**config.mk**
```make
export PLATFORM = sky130hd
export DESIGN_NAME = pc_sequencer
export DESIGN_NICKNAME = d
export VERILOG_FILES = /design/src/rtl/pc_sequencer.sv
export SDC_FILE = /design/constraint.sdc
export NUM_CORES = 1
export LEC_CHECK = 0
export BUFFER_PORTS_ARGS = -buffer_cell sky130_fd_sc_hd__clkbuf_2
export CAP_MARGIN = 20
export CORE_AREA = 2 2 39 41
export DETAILED_ROUTE_END_ITERATION = 7
export DIE_AREA = 0 0 41 43
export GPL_TIMING_DRIVEN = 1
export PLACE_DENSITY = 0.66
export SLEW_MARGIN = 10
export SYNTH_ARGS = -nofsm -noshare
export SYNTH_HDL_FRONTEND = slang
export SYNTH_SLANG_ARGS = --single-unit
```
**constraint.sdc**
```tcl
create_clock -name clk -period 3.6 [get_ports clk]
set_input_delay 0.54 -clock clk [delete_from_list [all_inputs] [get_ports clk]]
set_output_delay 0.54 -clock clk [all_outputs]
set_load 0.005 [all_outputs]
```
**src/rtl/pc_sequencer.sv**
```systemverilog
// PC source sequencer: boot fetch, sequential fetch, branch redirect, stall hold
// and interrupt entry (drain, save PC, jump to vector 0).
module pc_sequencer #(
  parameter int unsigned BOOT_WAIT    = 2,
  parameter int unsigned DRAIN_CYCLES = 3
) (
  input  logic       clk,
  input  logic       rst,
  input  logic       stall,
  input  logic       branch_taken,
  input  logic       interrupt,
  output logic [1:0] selection,
  output logic       pc_enable,
  output logic       flush,
  output logic       save_pc,
  output logic       int_ack,
  output logic       irq_busy
);

  typedef enum logic [2:0] {
    BOOT,
    RUN,
    DRAIN,
    SAVE,
    VECTOR
  } state_t;

  localparam logic [2:0] BOOT_LAST  = 3'(BOOT_WAIT);
  localparam logic [2:0] DRAIN_LAST = 3'(DRAIN_CYCLES - 1);

  state_t     state, state_nxt;
  logic [2:0] cnt, cnt_nxt;
  logic       int_pending;
  logic       pending_now;

  // A pulse in the current RUN cycle counts as pending so DRAIN starts next cycle.
  assign pending_now = int_pending | interrupt;

  always_ff @(posedge clk or negedge rst) begin
    if (!rst) begin
      state       <= BOOT;
      cnt         <= '0;
      int_pending <= 1'b0;
    end else begin
      state       <= state_nxt;
      cnt         <= cnt_nxt;
      int_pending <= interrupt | (int_pending & ~int_ack);
    end
  end

  always_comb begin
    state_nxt = state;
    cnt_nxt   = cnt;
    selection = 2'b00;
    pc_enable = 1'b0;
    flush     = 1'b0;
    save_pc   = 1'b0;
    int_ack   = 1'b0;
    irq_busy  = 1'b0;

    case (state)
      BOOT: begin
        if (cnt == BOOT_LAST) begin
          selection = 2'b01;
          pc_enable = 1'b1;
          cnt_nxt   = '0;
          state_nxt = RUN;
        end else begin
          cnt_nxt = cnt + 3'd1;
        end
      end

      RUN: begin
        if (branch_taken) begin
          selection = 2'b11;
          pc_enable = 1'b1;
          flush     = 1'b1;
        end else if (!pending_now && !stall) begin
          pc_enable = 1'b1;
        end
        // A same-cycle branch still redirects; entry begins on the following cycle.
        if (pending_now) begin
          cnt_nxt   = '0;
          state_nxt = DRAIN;
        end
      end

      DRAIN: begin
        irq_busy = 1'b1;
        if (branch_taken) begin
          selection = 2'b11;
          pc_enable = 1'b1;
          flush     = 1'b1;
          cnt_nxt   = '0;
        end else if (!stall) begin
          if (cnt == DRAIN_LAST) begin
            state_nxt = SAVE;
          end else begin
            cnt_nxt = cnt + 3'd1;
          end
        end
      end

      SAVE: begin
        save_pc   = 1'b1;
        irq_busy  = 1'b1;
        state_nxt = VECTOR;
      end

      VECTOR: begin
        selection = 2'b10;
        pc_enable = 1'b1;
        flush     = 1'b1;
        int_ack   = 1'b1;
        irq_busy  = 1'b1;
        state_nxt = RUN;
      end

      default: begin
        state_nxt = BOOT;
        cnt_nxt   = '0;
      end
    endcase

    if (!rst) begin
      selection = 2'b00;
      pc_enable = 1'b0;
      flush     = 1'b0;
      save_pc   = 1'b0;
      int_ack   = 1'b0;
      irq_busy  = 1'b0;
    end
  end

endmodule

```
# Word-level counts from Yosys, hierarchy flattened
# Index checks and enable logic that the tools add are counted.
word_totals:
  ff_bits: 7
  input_bits: 5
classes:
  bitwise_logic: 5
  add_sub_neg: 1
  reduce_logical: 9
  n_eq_ne: 12
  muxes: 30
ops:
  columns: ["cell", "count"]
  rows:
  - ["3-bit 2-to-1 mux", 10]
  - ["3-bit one-hot mux with 5 select lines", 1]
  - ["1-bit 2-to-1 mux", 13]
  - ["3-bit one-hot mux with 4 select lines", 1]
  - ["2-bit inequality test, second input constant", 5]
  - ["3-bit by 2-bit equality test with 1-bit output, second input constant", 3]
  - ["3-bit inequality test, second input constant", 2]
  - ["2-bit one-hot mux with 3 select lines", 1]
  - ["5-bit AND reduction", 1]
  - ["2-bit 2-to-1 mux", 2]
  - ["1-bit one-hot mux with 4 select lines", 1]
  - ["4-bit AND reduction", 1]
  - ["2-bit OR reduction", 2]
  - ["3-bit by 1-bit adder with 3-bit output, second input constant", 1]
  - ["3-bit by 1-bit equality test with 1-bit output, second input constant", 1]
  - ["3-bit equality test, second input constant", 1]
  - ["3-bit zero test", 1]
  - ["3-bit OR reduction", 1]
  - ["1-bit zero test", 2]
  - ["1-bit NOT", 2]
  - ["1-bit OR", 2]
  - ["1-bit one-hot mux with 2 select lines", 1]
  - ["1-bit AND", 1]
  - ["1-bit logical AND", 1]

# Longest topological paths before layout
# Gate-level depths: netlist of the first run.
depth:
  ltp_word: 7
  depth_mapped: 6
  ltp_nobuf: 6

# Least setup slack after synthesis of the first run
# Ideal clock, no wire load.
synth_timing:
  path_type: "register -> output"
  start: "register cnt[0]"
  end: "output port pc_enable"
  arrival_ns: 1.207
  stages_incl_launch_ff: 7
  slack_ns: 1.853
  t_required_ns: 3.060
  path_buffers: 0
  cell_sequence: "dfrtp_1 inv_1 ha_1 nor2b_2 nor2_1 o21ai_0 a32o_1"
synth_via:
  elab_chain_len: 4
synth_lines:
  columns: ["item", "line_no", "rtl"]
  rows:
  - ["start: declaration", "32", "logic [2:0] cnt, cnt_nxt;"]
  - ["start signal: assignment", "46", "cnt <= cnt_nxt;"]
  - ["3-bit by 2-bit equality test with 1-bit output", "63", "if (cnt == BOOT_LAST) begin"]
  - ["1-bit 2-to-1 mux", "63", null]
  - ["1-bit one-hot mux with 4 select lines", "61", "case (state)"]
  - ["1-bit 2-to-1 mux", "125", "if (!rst) begin"]
  - ["end: declaration", "13", "output logic pc_enable,"]
# No other way between the ends.

# Final worst setup path of the first run
# Same ends and word-level chain as after synthesis.

==> results.py, run 1 <==
metrics = {
    "die": {
        "initial_cell_density_of_the_core_pct": 41.1,
        "die_area_sq_um": 1760,
        "io_pins": 12,
        "design.core.area_sq_um": 1380,
        "placement_rows": 14,
        "die_y_microns": 43,
        "die_width_microns": 41,
    },
    "clock_tree": {
        "cts_tree": "yes",
        "post_cts_resize_count": 0,
        "tritoncts.num_buffers": 3,
        "clock_sink_count": 7,
        "cts-htree-levels": 1,
        "cts.reportedPaths.clkPinSlew_ns": 0.06,
        "cts-root-buf": "sky130_fd_sc_hd__clkbuf_4",
        "clockBufferDepth": 2,
        "post_cts_buffers": 0,
        "clk_latency_ns": 0.26,
        "hold_buffers": 0,
    },
    "synth": {
        "synth_enable_flop_cells": 0,
        "synth_fp_nets": 70,
        "yosys_warnings": 0,
        "synth.top_cells.by_count": "sky130_fd_sc_hd__dfrtp_1, sky130_fd_sc_hd__nor2_1, sky130_fd_sc_hd__inv_1, sky130_fd_sc_hd__nand2_1, sky130_fd_sc_hd__o21ai_0",
        "synth.yosys.seq_area_share_pct": 30.8,
        "post_synth_inst_count": 63,
        "ys_async_sr_fraction_pct": 100,
        "ys_types": 31,
        "post_synth_instance_area_sq_um": 569,
        "synth_top_cells_by_area": "sky130_fd_sc_hd__dfrtp_1, sky130_fd_sc_hd__mux2_4, sky130_fd_sc_hd__nor2_1",
        "predominant_post_synthesis_flop_cell": "sky130_fd_sc_hd__dfrtp_1",
        "post-synth-top-area-cell": "sky130_fd_sc_hd__dfrtp_1",
        "synth_top_cell_area_share_pct": 30.8,
        "ys_ff_latch": 7,
        "postSynthAreaPerCell_sq_um": 9.04,
    },
    "final_layout": {
        "fillCellCount": 140,
        "multi_input_area_sq_um": 355,
        "final-instance-count-excl-fill": 91,
        "fin_area_sq_um": 647,
        "antenna-diode-count": 0,
        "fraction_of_final_layout_cells_with_drive_strength_greater_than_1_pct": 28.0,
        "area_growth_syn_to_layout_pct": 13.6,
        "final_net_count": 83,
        "area.sequential_sq_um": 175,
        "post-route-util_pct": 46.7,
    },
    "critical_path": {
        "path_max_fanout": 4,
        "worst_ep_required_time_ns": 3.06,
        "r2r_cells": 6,
        "slowest_stage": "sky130_fd_sc_hd__dfrtp_1",
        "critPathMaxStageDelay_ns": 0.39,
        "start_kind": "register",
        "timing_worst_setup_path_type": "reg2out",
        "worstPathArrival_ns": 1.69,
        "crit_start": "cnt[0]$_DFFE_PN0P_",
        "worst-path-buf-inv": 2,
        "sort_of_element_at_the_end_of_the_critical_path": "primary output",
        "rr_endpoint": "cnt[0]$_DFFE_PN0P_",
        "crit-reg2reg-launch": "cnt[0]$_DFFE_PN0P_",
        "cp_top_family": "flip-flops",
        "crit_path_cell_trace": "inv_1 > ha_1 > nor2b_2 > nor2_1 > o21ai_0 > a32o_1 > clkbuf_2",
        "setup.reg_to_reg.worst_slack_ns": 1.98,
    },
    "routing": {
        "drt.antenna.violating_nets": 0,
        "detailedRoute.firstPassIterationCount": 4,
        "wl_met2_microns": 537,
        "routed_wirelength_microns": 1180,
        "routed_via_density": 5.24,
        "first_iter_violations": 7,
        "detail_route.drc_violations": 0,
        "routedWlPerCell_microns": 12.9,
        "num_vias": 477,
        "route.top_layer_used": "met4",
        "route.layer.met1.wl_microns": 578,
        "met3_wirelength_microns": 44,
    },
    "timing": {
        "achievable-frequency_mhz": 449,
        "min_period_ns": 2.23,
        "final.setup_skew_ns": 0.0101,
        "post_route_setup_tns_ns": 0,
        "final_report_setup_violation_count": 0,
        "postLayoutSetupSlackWorst_ns": 1.37,
        "maxSlewHeadroom_pct": 72.5,
        "period_share_pct": 61.9,
        "hold_viol_final": 0,
        "holdWs_ns": 0.154,
        "finalMaxSlewViolations": 0,
        "worst_pin_slew_ns": 0.412,
        "grt_setup_unrepaired": "false",
    },
    "pwr": {
        "p_per_area_nw_per_um2": 844,
        "cellLeakagePower_nw": 0.311,
        "worst_ir_drop_vdd_mv": 0.365,
        "power.total_uw": 546,
    },
    "global_routing": {
        "global_route_wire_length_before_repair_microns": 2060,
        "grt-ovfl-total": 0,
        "first_global_vias": 451,
        "grt_antenna_before_repair": 0,
        "grt_use_total_pct": 18.0,
        "grt_start_max_net_pins": 15,
    },
    "status": {
        "status": "completed",
    },
    "hold_path": {
        "min_path_type": "in2async",
    },
    "place": {
        "dp.final_hpwl_microns": 853,
        "placement.setup.worst_slack_ns": 1.66,
        "routabilityCongestion": 0.745,
        "placed_cell_area_sq_um": 621,
        "dpl.cell_count": 87,
        "placement.io_buffers": 11,
    },
    "run": {
        "cap_viol_max_count": 0,
    },
}
logic make-up (layout without fill, tap and decap cells):
kind of cell             count (synthesis)  after routing  synth area share, %
AND/OR/NAND/NOR                         27             27                 25.5
AO/OA/AOI/OAI                           16             16                 24.0
flip-flops                               7              7                 30.8
buffers and inverters                    7             19                 6.81
multiplexers                             3              3                 7.03
adder cells (fa/ha/maj)                  2              2                 4.39
XOR/XNOR                                 1              1                 1.54
power by group:
group	internal (mW)	switching [mW]	total, mW
Sequential	0.111	0.0635	0.175
Combinational	0.152	0.145	0.298
Clock	0.0424	0.0309	0.0733
Total	0.306	0.240	0.546
how the worst max path moves through the flow:
| stage | endpoint | slack (ns) | depth (start not counted) |
|---|---|---|---|
| after floorplan | pc_enable | 1.85 | 6 |
| after global placement | pc_enable | 1.69 | 7 |
| after detailed placement | pc_enable | 1.66 | 7 |
| after CTS | pc_enable | 1.37 | 7 |
| after global routing | pc_enable | 1.22 | 7 |
| final | pc_enable | 1.37 | 7 |
final cells by class:
cell class	instances	area share, %
Timing Repair Buffer	11	8.51
Clock buffer	4	4.06
Tap cell	16	3.09
Inverter	4	2.32
Multi-Input combinational cell	49	54.9
Sequential cell	7	27.1
flip-flops by register name, indices dropped and copies added (netlist names):
register and count:
cnt 3, state 3, int_pending 1
cells in the final DEF, fill, tap and decap left out, types with 2 or more instances in the layout:
master                     Yosys  layout
sky130_fd_sc_hd__nand2b_1      2       2
sky130_fd_sc_hd__nor2b_2       2       2
sky130_fd_sc_hd__inv_1         4       4
sky130_fd_sc_hd__a21oi_1       3       3
sky130_fd_sc_hd__dfrtp_1       7       7
sky130_fd_sc_hd__clkbuf_2      0      11
sky130_fd_sc_hd__clkbuf_4      0       3
sky130_fd_sc_hd__nor2_1        7       7
sky130_fd_sc_hd__mux2_4        2       2
sky130_fd_sc_hd__nor3_1        2       2
sky130_fd_sc_hd__nor2b_1       2       2
sky130_fd_sc_hd__and3_1        2       2
sky130_fd_sc_hd__and2_1        3       3
sky130_fd_sc_hd__nand2_1       4       4
sky130_fd_sc_hd__o21ai_0       4       4
sky130_fd_sc_hd__ha_1          2       2
layer usage:
layer  track usage [%]  up-vias
li1                  -      244
met5                 0        -
met2              24.1       12
met4              12.0        0
met1              24.4      219
met3              4.71        2
No activity file was read; power rests on OpenSTA's default activity.
==> run 2: changes to the inputs <==
--- a/config.mk
+++ b/config.mk
@@ -11,7 +11,7 @@
 export DETAILED_ROUTE_END_ITERATION = 7
 export DIE_AREA = 0 0 41 43
 export GPL_TIMING_DRIVEN = 1
-export PLACE_DENSITY = 0.66
+export PLACE_DENSITY = 0.68
 export SLEW_MARGIN = 10
 export SYNTH_ARGS = -nofsm -noshare
 export SYNTH_HDL_FRONTEND = slang
==> constraint.sdc (replaced) <==
create_clock -name clk -period 2 [get_ports clk]
set_input_delay 0.3 -clock clk [delete_from_list [all_inputs] [get_ports clk]]
set_output_delay 0.3 -clock clk [all_outputs]
set_load 0.005 [all_outputs]
==> run 2 against run 1 <==
Against the previous run:
- largest power group unchanged
- clock skew decreased by 0.0073 ns
- worst setup slack got worse by 1.3 ns
- register-to-register slack worse by 1.6 ns
- hold slack better by 0.15 ns
- die area stayed put
- utilization up 1.8 points
- largest cell class unchanged
==> results.py, run 2 (synthesis gave the netlist of run 1 again) <==
metrics = {
    "critical_path": {
        "r2r_cells": 6,
        "worst_ep_required_time_ns": 1.70,
        "sort_of_element_at_the_end_of_the_critical_path": "primary output",
        "setup.reg_to_reg.worst_slack_ns": 0.41,
        "start_kind": "register",
        "timing_worst_setup_path_type": "reg2out",
        "path_max_fanout": 4,
        "worstPathArrival_ns": 1.59,
    },
    "routing": {
        "detailedRoute.firstPassIterationCount": 4,
        "routed_wirelength_microns": 1040,
        "num_vias": 490,
        "first_iter_violations": 11,
        "routed_via_density": 5.27,
        "routedWlPerCell_microns": 11.2,
        "drt.antenna.violating_nets": 0,
        "detail_route.drc_violations": 0,
    },
    "pwr": {
        "p_sw_share_pct": 42.6,
        "power.total_mw": 1.00,
        "worst_ir_drop_vdd_mv": 0.649,
        "share_comb_of_total_power_pct": 56.0,
        "cellLeakagePower_nw": 0.322,
        "power.clock.fraction_pct": 12.6,
        "p_sw_uw": 427,
        "share_seq_of_total_power_pct": 31.5,
        "p_per_area_nw_per_um2": 1490,
        "p_int_uw": 575,
    },
    "die": {
        "die_area_sq_um": 1760,
        "die_y_microns": 43,
        "io_pins": 12,
        "placement_rows": 14,
        "initial_cell_density_of_the_core_pct": 41.1,
        "design.core.area_sq_um": 1380,
        "die_width_microns": 41,
    },
    "place": {
        "dp.final_hpwl_microns": 801,
        "placement.io_buffers": 11,
        "routabilityCongestion": 0.729,
        "placed_cell_area_sq_um": 621,
    },
    "global_routing": {
        "grt_antenna_before_repair": 0,
        "global_route_wire_length_before_repair_microns": 1670,
        "grt_use_total_pct": 14.1,
        "first_global_vias": 402,
        "grt-ovfl-total": 0,
        "grt_start_max_net_pins": 15,
    },
    "status": {
        "status": "completed",
    },
    "clock_tree": {
        "clockBufferDepth": 2,
        "clk_latency_ns": 0.25,
        "tritoncts.num_buffers": 3,
        "cts-htree-levels": 1,
        "cts.reportedPaths.clkPinSlew_ns": 0.05,
        "clock_sink_count": 7,
        "cts_tree": "yes",
        "cts-root-buf": "sky130_fd_sc_hd__clkbuf_4",
    },
    "timing": {
        "achievable-frequency_mhz": 529,
        "maxSlewHeadroom_pct": 73.4,
        "min_period_ns": 1.89,
        "period_share_pct": 94.5,
        "finalMaxSlewViolations": 0,
        "worst_pin_slew_ns": 0.399,
        "final_report_setup_violation_count": 0,
        "post_route_setup_tns_ns": 0,
        "final.setup_skew_ns": 0.00284,
        "hold_viol_final": 0,
    },
    "final_layout": {
        "largestRegisters": "cnt (3), state (3), int_pending (1)",
        "fraction_of_final_layout_cells_with_drive_strength_greater_than_1_pct": 29.9,
        "area_growth_syn_to_layout_pct": 18.0,
        "most-common-layout-cells": "sky130_fd_sc_hd__clkbuf_2, sky130_fd_sc_hd__dfrtp_1, sky130_fd_sc_hd__nor2_1",
        "antenna-diode-count": 0,
        "most_frequent_standard_cell_in_the_layout_excluding_fill_and_tap_cells": "sky130_fd_sc_hd__clkbuf_2",
        "fin_area_sq_um": 672,
        "final_net_count": 85,
    },
    "hold_path": {
        "min_path_type": "in2reg",
        "hold_path_depth": 2,
    },
    "run": {
        "cap_viol_max_count": 0,
    },
}
## run 2: cell count changes in the layout (fill, tap and decap cells not counted)
cell	before	now
sky130_fd_sc_hd__nor2_1	7	6
sky130_fd_sc_hd__nor2b_4	0	1
sky130_fd_sc_hd__buf_4	0	1
sky130_fd_sc_hd__nor2_2	1	2
sky130_fd_sc_hd__nor2b_2	2	1
sky130_fd_sc_hd__dlygate4sd3_1	0	1
## run 2: timing repair
action	CTS	global route
endpoints found under the hold margin	7	0
setup endpoints to repair	0	1
gates resized for setup	0	2
hold buffers	1	0
setup buffers	0	1
## run 2: cell type report
class / instances / area, sq um
Clock buffer: 4 / 26.3
Tap cell: 16 / 20.0
Multi-Input combinational cell: 49 / 363
Sequential cell: 7 / 175
Inverter: 4 / 15.0
Fill cell: 140 / 712
Timing Repair Buffer: 13 / 72.6
## run 2: worst paths after layout
| kind | startpoint | to |
|---|---|---|
| worst max-delay path | cnt[0]$_DFFE_PN0P_ | pc_enable |
| worst min-delay path | interrupt | int_pending$_DFF_PN0_ |
| worst max register to register | cnt[0]$_DFFE_PN0P_ | cnt[0]$_DFFE_PN0P_ |
| worst min register to register | cnt[1]$_DFFE_PN0P_ | cnt[1]$_DFFE_PN0P_ |
| max in group asynchronous | rst | state[0]$_DFFE_PN0P_ |
| min in group asynchronous | rst | cnt[0]$_DFFE_PN0P_ |
## run 2: power by group through the flow
stage | sequential (mW) | combinational, mW | clock [mW]
CTS | 0.309 | 0.541 | 0.135
floorplan | 0.243 | 0.510 | 0
finish | 0.315 | 0.561 | 0.126
global route | 0.330 | 0.634 | 0.145
global placement | 0.313 | 0.531 | 0
detailed placement | 0.313 | 0.536 | 0
## run 2: per-stage QoR
| stage | instances | setup WS (ns) | hold slack, ns | util [%] |
|---|---|---|---|---|
| floorplan | 63 | 0.481 | 0.00441 | - |
| global placement | 87 | 0.330 | 0.188 | 44.8 |
| detailed placement | 87 | 0.314 | 0.191 | 44.8 |
| CTS | 92 | 0.0260 | 0.297 | 47.5 |
| global route | 93 | -0.00152 | 0.306 | 48.6 |
| finish | 93 | 0.111 | 0.309 | 48.6 |
## run 2: routing by layer
metal	track usage [%]	wire, microns
met2	18.4	475
met5	0	0
met3	3.14	39
met1	19.5	507
met4	10.0	18
## run 2: critical path: stages, from the launching register on
cell                       delay (ns)
sky130_fd_sc_hd__dfrtp_1         0.39
sky130_fd_sc_hd__inv_1           0.06
sky130_fd_sc_hd__ha_1            0.21
sky130_fd_sc_hd__nor2b_4         0.15
sky130_fd_sc_hd__nor2_2          0.12
sky130_fd_sc_hd__o21ai_0         0.08
sky130_fd_sc_hd__a32o_1          0.23
sky130_fd_sc_hd__clkbuf_2        0.11
==> run 3: changes to the inputs <==
--- a/config.mk
+++ b/config.mk
@@ -7,11 +7,11 @@
 export LEC_CHECK = 0
 export BUFFER_PORTS_ARGS = -buffer_cell sky130_fd_sc_hd__clkbuf_2
 export CAP_MARGIN = 20
-export CORE_AREA = 2 2 39 41
+export CORE_MARGIN = 2
+export CORE_UTILIZATION = 40
 export DETAILED_ROUTE_END_ITERATION = 7
-export DIE_AREA = 0 0 41 43
 export GPL_TIMING_DRIVEN = 1
-export PLACE_DENSITY = 0.68
+export PLACE_DENSITY = 0.65
 export SLEW_MARGIN = 10
 export SYNTH_ARGS = -nofsm -noshare
 export SYNTH_HDL_FRONTEND = slang
==> run 3 against run 2 <==
Against the previous run:
- global-route usage down 0.65 points
- non-clock buffer count is 1 lower
- fmax is 0.13% lower
- critical path depth stayed put
- wire length fell by 1.3%
- combinational power decreased by 3.9%
- final cell count down 2.2%
- flip-flop and latch count unchanged
- worst setup slack worse by 0.0024 ns
- die area shrank 1.2%
- clock power grew 6%
- critical endpoint unchanged
- largest power group unchanged
==> results.py, run 3 (synthesis gave the netlist of run 1 again) <==
metrics = {
    "timing": {
        "post_route_setup_tns_ns": 0,
        "min_period_ns": 1.89,
        "final.setup_skew_ns": 0.00685,
        "achievable-frequency_mhz": 529,
        "grt_setup_unrepaired": "false",
        "hold_viol_final": 0,
        "finalMaxSlewViolations": 0,
        "period_share_pct": 94.6,
        "final_report_setup_violation_count": 0,
        "postLayoutSetupSlackWorst_ns": 0.108,
        "maxSlewHeadroom_pct": 71.7,
        "worst_pin_slew_ns": 0.424,
    },
    "place": {
        "placement.setup.worst_slack_ns": 0.306,
        "routabilityCongestion": 0.785,
        "dp.final_hpwl_microns": 775,
        "placement.io_buffers": 11,
        "placed_cell_area_sq_um": 619,
    },
    "routing": {
        "detail_route.drc_violations": 0,
        "drt.antenna.violating_nets": 0,
        "routed_wirelength_microns": 1030,
        "first_iter_violations": 9,
        "num_vias": 495,
        "routedWlPerCell_microns": 11.3,
        "detailedRoute.firstPassIterationCount": 4,
        "routed_via_density": 5.44,
    },
    "die": {
        "initial_cell_density_of_the_core_pct": 43.2,
        "io_pins": 12,
        "die_width_microns": 41.7,
        "placement_rows": 13,
        "die_y_microns": 41.7,
        "die_area_sq_um": 1740,
        "design.core.area_sq_um": 1320,
    },
    "global_routing": {
        "global_route_wire_length_before_repair_microns": 1770,
        "grt_antenna_before_repair": 0,
        "first_global_vias": 428,
        "grt_start_max_net_pins": 15,
        "grt_use_total_pct": 13.4,
        "grt-ovfl-total": 0,
    },
    "pwr": {
        "p_per_area_nw_per_um2": 1490,
        "power.total_uw": 991,
        "cellLeakagePower_nw": 0.318,
        "worst_ir_drop_vdd_mv": 0.619,
    },
    "final_layout": {
        "antenna-diode-count": 0,
        "area_growth_syn_to_layout_pct": 16.5,
        "fin_area_sq_um": 663,
        "most-common-layout-cells": "sky130_fd_sc_hd__clkbuf_2, sky130_fd_sc_hd__dfrtp_1, sky130_fd_sc_hd__nor2_1",
        "largestRegisters": "cnt (3), state (3), int_pending (1)",
        "most_frequent_standard_cell_in_the_layout_excluding_fill_and_tap_cells": "sky130_fd_sc_hd__clkbuf_2",
        "final_net_count": 84,
        "fraction_of_final_layout_cells_with_drive_strength_greater_than_1_pct": 28.9,
    },
    "clock_tree": {
        "cts.reportedPaths.clkPinSlew_ns": 0.06,
        "cts-htree-levels": 1,
        "clk_latency_ns": 0.26,
        "post_cts_buffers": 0,
        "clockBufferDepth": 2,
        "cts_tree": "yes",
        "cts-root-buf": "sky130_fd_sc_hd__clkbuf_4",
        "clock_sink_count": 7,
        "tritoncts.num_buffers": 3,
    },
    "critical_path": {
        "worstPathArrival_ns": 1.59,
        "crit_path_end": "pc_enable",
        "start_kind": "register",
        "worst_ep_required_time_ns": 1.70,
        "rr_endpoint": "cnt[1]$_DFFE_PN0P_",
        "path_max_fanout": 4,
        "sort_of_element_at_the_end_of_the_critical_path": "primary output",
        "r2r_cells": 4,
        "crit-reg2reg-launch": "state[1]$_DFFE_PN0P_",
        "setup.reg_to_reg.worst_slack_ns": 0.42,
        "crit_start": "cnt[0]$_DFFE_PN0P_",
        "timing_worst_setup_path_type": "reg2out",
    },
    "hold_path": {
        "min_path_type": "in2reg",
    },
    "status": {
        "status": "completed",
    },
    "run": {
        "cap_viol_max_count": 0,
    },
}
==> run 3: timing repair <==
item,in CTS,in global routing
resized for setup,0,2
hold buffers,1,0
endpoints found under the setup margin,0,1
hold endpoints to repair,7,0
==> run 3: worst min-delay path by stage <==
stage                         start               endpoint  depth (start not counted)
after floorplan                 rst     cnt[0]$_DFFE_PN0P_                          0
after global placement          rst   state[0]$_DFFE_PN0P_                          1
after detailed placement        rst  int_pending$_DFF_PN0_                          1
after CTS                 interrupt  int_pending$_DFF_PN0_                          2
after global routing      interrupt  int_pending$_DFF_PN0_                          2
final                     interrupt  int_pending$_DFF_PN0_                          2
==> run 3: final cells by class <==
type,instances,area [sq um]
sequential,7,175
fill,141,654
timing repair buffer,12,65.1
multi-input combinational,49,363
inverter,4,15.0
tap,15,18.8
clock buffer,4,26.3
==> run 3: layer usage <==
layer,vias up,part of all wire (%),global-route usage (%)
met2,14,43,17.2
met4,0,1.4,7.74
met5,-,0,0
li1,247,-,-
met1,232,49,19.0
met3,2,5.9,4.78
==> run 3: stage by stage <==
step                      hold slack, ns  utilization (%)  instances
after detailed placement           0.186             47.0         86
after CTS                          0.296             49.8         91
after global placement             0.185             47.0         86
after floorplan                  0.00441                -         63
after global routing               0.304             50.3         91
final                              0.289             50.3         91
==> run 3: worst max-delay path, cell delays in order, from the launching register on <==
cell	delay, ns
sky130_fd_sc_hd__dfrtp_1	0.39
sky130_fd_sc_hd__inv_1	0.06
sky130_fd_sc_hd__ha_1	0.21
sky130_fd_sc_hd__nor2b_4	0.15
sky130_fd_sc_hd__nor2_2	0.10
sky130_fd_sc_hd__o21ai_0	0.08
sky130_fd_sc_hd__a32o_1	0.26
sky130_fd_sc_hd__clkbuf_2	0.10
==> run 3: where the power goes <==
group	total [mW]	switching (mW)	leakage [nW]	internal, mW
combinational	0.539	0.256	0.216	0.282
clock	0.134	0.0573	0.0150	0.0765
sequential	0.318	0.118	0.0867	0.200
